===== src/rtl/truth_table_sweeper.sv =====
// Exhaustive truth-table sweeper for small combinational blocks: drives every input vector,
// samples F after SETTLE cycles and compares it against an expected table. Optional: TTS_STOP_ON_FAIL_EN.
module truth_table_sweeper #(
  parameter int N_IN   = 4,
  parameter int SETTLE = 2
) (
  input  logic                 clk,
  input  logic                 rst,
  input  logic                 start,
  input  logic [2**N_IN-1:0]   exp_table,
  input  logic                 f_in,
  output logic [N_IN-1:0]      vec_out,
  output logic                 busy,
  output logic                 done,
  output logic [2**N_IN-1:0]   table_out,
  output logic                 pass,
  output logic [N_IN:0]        mismatch_cnt,
  output logic [N_IN-1:0]      fail_idx
);

  localparam int CW = (SETTLE > 1) ? $clog2(SETTLE) : 1;
  localparam logic [CW-1:0]   SETTLE_LAST = CW'(SETTLE - 1);
  localparam logic [CW-1:0]   SETTLE_ONE  = CW'(1);
  localparam logic [N_IN-1:0] LAST_VEC    = {N_IN{1'b1}};
  localparam logic [N_IN-1:0] VEC_ONE     = N_IN'(1);
  localparam logic [N_IN:0]   CNT_ONE     = (N_IN + 1)'(1);

  typedef enum logic [1:0] {
    S_IDLE   = 2'd0,
    S_WAIT   = 2'd1,
    S_SAMPLE = 2'd2,
    S_FINISH = 2'd3
  } state_t;

  state_t          state_r;
  state_t          state_nxt_s;
  logic [CW-1:0]   settle_r;
  logic            settle_hit_s;
  logic            miss_s;
  logic            last_s;

  assign settle_hit_s = (settle_r == SETTLE_LAST);
  assign miss_s       = (f_in != exp_table[vec_out]);
  assign last_s       = (vec_out == LAST_VEC);
  assign busy         = (state_r != S_IDLE);
  assign done         = (state_r == S_FINISH);

  // State register
  always_ff @(posedge clk or posedge rst) begin
    if (rst) begin
      state_r <= S_IDLE;
    end else begin
      state_r <= state_nxt_s;
    end
  end

  // Next-state decode
  always_comb begin
    state_nxt_s = state_r;
    case (state_r)
      S_IDLE: begin
        if (start) state_nxt_s = S_WAIT;
        else       state_nxt_s = S_IDLE;
      end
      S_WAIT: begin
        if (settle_hit_s) state_nxt_s = S_SAMPLE;
        else              state_nxt_s = S_WAIT;
      end
      S_SAMPLE: begin
`ifdef TTS_STOP_ON_FAIL_EN
        if (miss_s || last_s) state_nxt_s = S_FINISH;
        else                  state_nxt_s = S_WAIT;
`else
        if (last_s) state_nxt_s = S_FINISH;
        else        state_nxt_s = S_WAIT;
`endif
      end
      S_FINISH: state_nxt_s = S_IDLE;
      default:  state_nxt_s = S_IDLE;
    endcase
  end

  // Sweep datapath: vector stepping, table capture and mismatch bookkeeping
  always_ff @(posedge clk or posedge rst) begin
    if (rst) begin
      vec_out      <= '0;
      table_out    <= '0;
      mismatch_cnt <= '0;
      fail_idx     <= '0;
      pass         <= 1'b0;
      settle_r     <= '0;
    end else begin
      case (state_r)
        S_IDLE: begin
          if (start) begin
            vec_out      <= '0;
            table_out    <= '0;
            mismatch_cnt <= '0;
            fail_idx     <= '0;
            pass         <= 1'b0;
            settle_r     <= '0;
          end
        end
        S_WAIT: begin
          settle_r <= settle_r + SETTLE_ONE;
        end
        S_SAMPLE: begin
          table_out[vec_out] <= f_in;
          if (miss_s) begin
            mismatch_cnt <= mismatch_cnt + CNT_ONE;
            // A zero count before this edge means this is the first failing entry
            if (mismatch_cnt == '0) fail_idx <= vec_out;
          end
          if (state_nxt_s == S_WAIT) begin
            vec_out  <= vec_out + VEC_ONE;
            settle_r <= '0;
          end
        end
        S_FINISH: begin
          pass <= (mismatch_cnt == '0);
        end
        default: begin
          settle_r <= '0;
        end
      endcase
    end
  end

endmodule


===== config.mk =====
export PLATFORM = sky130hd
export DESIGN_NAME = truth_table_sweeper
export DESIGN_NICKNAME = d
export VERILOG_FILES = /design/src/rtl/truth_table_sweeper.sv
export SDC_FILE = /design/constraint.sdc
export NUM_CORES = 1
export LEC_CHECK = 0
export ABC_AREA = 1
export BUFFER_PORTS_ARGS = -buffer_cell sky130_fd_sc_hd__buf_2
export CORE_ASPECT_RATIO = 1.1
export CORE_MARGIN = 5
export CORE_UTILIZATION = 56
export CTS_CLUSTER_DIAMETER = 80
export DETAILED_ROUTE_END_ITERATION = 16
export PLACE_DENSITY = 0.82
export SYNTH_ARGS = -nofsm -noshare
export SYNTH_HDL_FRONTEND = slang
export SYNTH_SLANG_ARGS = --single-unit

===== constraint.sdc =====
create_clock -name clk -period 3.8 [get_ports clk]
set_clock_uncertainty 0.1 [all_clocks]
set_input_delay 0.19 -clock clk [delete_from_list [all_inputs] [get_ports clk]]
set_output_delay 0.19 -clock clk [all_outputs]
set_load 0.02 [all_outputs]

==> summary.md <==
| Metric | Value |
|---|---|
| Post-synthesis cell type count | `27` |
| Sequential share of power | `0.378` |
| Post-Syn Instances | `~240` |
| Final Cell Area | `about 2200 sq um` |
| RSZ-0062 raised after global routing | `no` |
| Top-area cell type share of the netlist area | `0.4465` |
| Clk buf depth | `2` |
| Worst-Margin Slew | `about 0.55 ns` |
| Worst setup EP type | `register` |
| Fraction of registers with async set/reset | `1.000` |
| Slew Viols, Final | `0` |
| CTS root buf | `clkbuf_4` |
| Reg2reg setup slack | `~1.8 ns` |
| Area Overhead vs Synth | `20.43%` |
| Synth Flop Type | `dfrtp_1` |
| Syn nets | `268` |
| Final period util | `0.5255` |
| Fraction of layout cells with a size suffix above 1 | `0.2475` |
| Met1 usage | `0.2675` |
| Final GP Congestion | `0.9230` |
| Comb pwr share | `0.399` |
| Setup TNS | `0 ns` |
| Post-synthesis register bit count | `33` |
| Dpl cells | `between 300 and 400` |
| Max Clk Rate | `about 500 MHz` |
| Final non-filler cell total | `between 300 and 400` |
| Hold_buf cts | `1` |
| Final ANT Viol Nets | `0` |
| Rel. slew slack | `0.6321` |
| Setup violators final | `0` |
| Syn_area_per_cell | `approximately 7.6 sq um` |
| Nets | `roughly 320` |
| Max-Cap Viols | `0` |
| Top post-synthesis cells by count | `61 x nand2_1, 33 x dfrtp_1, 33 x inv_1` |
| CTS clk-pin slew, worst paths | `0.10 ns` |
| EDFF count, synth | `0` |
| Clock sinks | `33` |
| Total Routing Usage GR | `0.2015` |
| TritonCTS clock tree | `done` |
| Outcome | `finished clean` |
| Min Clock Period, post-route | `1.997 ns` |
| Placed Instance Area | `~2100 sq um` |
| Grt met2 use | `0.3170` |
| # DRC | `0` |
| Fraction of power spent switching nets | `0.4232` |
| Final core utilization | `0.7183` |
| Crit path kind | `register to register` |
| Post-synthesis sequential area ratio | `0.4465` |
| Die Y | `70.27 um` |
| Worst r2r src | `vec_out[0]$_DFFE_PP0P_` |
| Num CTS Buffers | `5` |
| TritonRoute pass-1 iters | `4` |
| Clock Power Share | `0.223` |
| Area leader, netlist | `dfrtp_1` |
| Leakage | `about 1.2 nW` |
| Worst R2R Path Depth | `12` |
| Clock latency on the worst-skew pair | `roughly 0.33 ns` |
| CTS H-tree lvls | `2` |
| Post-CTS sizing | `0` |
| Starting Density | `0.5964` |
| Worst setup SP type | `register` |
| Routed WL per cell | `roughly 13 um` |
| Core area | `approximately 3100 sq um` |
| Worst EP required | `around 4 ns` |
| Vias in the first global route | `approximately 1700` |
| Fin. Hold Viols | `0` |
| Mapped cell area | `approximately 1800 sq um` |
| Crit path from | `vec_out[0]$_DFFE_PP0P_` |
| # diodes | `0` |
| Ranking of synthesized cells by area | `dfrtp_1 45%, nand2_1 12%, nand3_1 7.0%, inv_1 6.7%, o21ai_0 4.3%` |
| WP data arrival | `2.17 ns` |
| End of the worst register-to-register path | `mismatch_cnt[1]$_DFFE_PP0P_` |
| Most used routing layer in global routing | `met2` |
| Critical Path Fanout Max | `17` |
| GR Util met3 | `0.05769` |
| Vias/cell | `5.309` |
| Minimum hold slack | `approximately 0.11 ns` |
| Die area | `approximately 4600 sq um` |
| Fill cell count | `~280` |
| DR vias | `1768` |
| I/O Buffers | `51` |
| Row count | `21` |
| Die Wd | `approximately 65 um` |
| Post-CTS Setup Bufs | `0` |
| IO Count | `52` |
| 1st-iter DRT viols | `between 100 and 150` |
| VDD IR max | `314.3 uV` |
| Switching power | `between 0.5 and 0.6 mW` |
| Most common cell in the netlist | `nand2_1` |
| Pin count of the biggest net entering global routing | `34` |
| Int Pwr | `approximately 0.7 mW` |
| Initial antenna violation count | `0` |
| Critical Path Sink | `mismatch_cnt[1]$_DFFE_PP0P_` |
| Post-DP HPWL | `3115 um` |
| Overflow after GRT | `0` |
| WL final | `around 4200 um` |
| Yosys warns | `0` |
| Global-route wire length before repair | `between 7000 and 8000 um` |
| Type of the worst min-delay path | `input pin to register` |
| Pwr dens | `between 500 and 600 nW/um^2` |
## worst min path at each step
stage,cells past startpoint,end,slack (ns),start
after floorplan,1,fail_idx[0]$_DFFE_PP0P_,0.22,rst
after global placement,3,state_r[0]$_DFF_PP0_,0.19,rst
after detailed placement,3,state_r[1]$_DFF_PP0_,0.20,rst
after CTS,4,settle_hit_s$_DFFE_PP0P_,0.08,start
after global routing,4,settle_hit_s$_DFFE_PP0P_,0.11,start
final,4,settle_hit_s$_DFFE_PP0P_,0.11,start
## critical path, cell delays in order, from the launching register on
cell     delay [ns]
dfrtp_1        0.70
inv_2          0.18
nand2_1        0.10
nand3_1        0.07
nand2_1        0.08
nand2_1        0.04
nand2_1        0.13
nor2_2         0.06
nand2_2        0.07
nand3_4        0.10
nand2_4        0.15
nand2_1        0.07
o21ai_1        0.07
## cell type report
class	instances	area [sq um]	area share
Clock inverter	1	30.03	0.01348
Clock buffer	7	55.05	0.02472
Multi-Input combinational cell	168	862.1	0.3871
Tap cell	34	42.54	0.01910
Timing Repair Buffer	53	272.8	0.1225
Inverter	37	138.9	0.06236
Sequential cell	33	825.8	0.3708
## stage by stage
step	setup WS [ns]	power, mW
after floorplan	2.057	0.8320
after global placement	1.868	0.9625
after detailed placement	1.827	0.9677
after CTS	1.814	1.246
after global routing	1.591	1.330
final	1.803	1.233
## power by group through the flow
| stage | sequential (mW) | clock (mW) | combinational [mW] |
|---|---|---|---|
| 2_1_floorplan | 0.495 | 0 | 0.337 |
| 3_3_place_gp | 0.471 | 0 | 0.491 |
| 3_5_place_dp | 0.472 | 0 | 0.496 |
| 4_1_cts | 0.465 | 0.282 | 0.498 |
| 5_1_grt | 0.480 | 0.300 | 0.551 |
| 6_report | 0.466 | 0.275 | 0.492 |
## state kept, by name, indices dropped and copies added (netlist names)
name / count
state_r: 2
fail_idx: 4
vec_out: 4
settle_hit_s: 1
table_out: 16
pass: 1
mismatch_cnt: 5
## per-layer routing
metal  vias up  routed length, um
met5         -                  0
met4         0                 59
met3         7                216
met2        45               2001
met1       821               1902
li1        895                  -
## cell usage in the layout, fill, tap and decap left out, types with 2 or more instances in the layout
master	synthesis	routed
a21oi_1	10	10
buf_2	0	51
clkbuf_4	0	5
dfrtp_1	33	33
ha_1	6	6
inv_1	33	33
inv_2	3	3
nand2_1	61	61
nand2_2	3	3
nand3_1	26	26
nand4_1	2	2
nor2_1	20	20
nor2_2	2	2
o211ai_1	4	4
o21ai_0	16	16
o21ai_1	3	3
o21ai_2	3	3
o22ai_1	4	4
xor2_1	2	2
## logic make-up after synthesis
family	after synthesis	synth area share
buffers and inverters	41	0.08728
AND/OR/NAND/NOR	120	0.2936
XOR/XNOR	2	0.009474
AO/OA/AOI/OAI	40	0.1225
flip-flops	33	0.4465
adder cells (fa/ha/maj)	6	0.04059
Note: power is estimated with default switching activity, not from simulation.
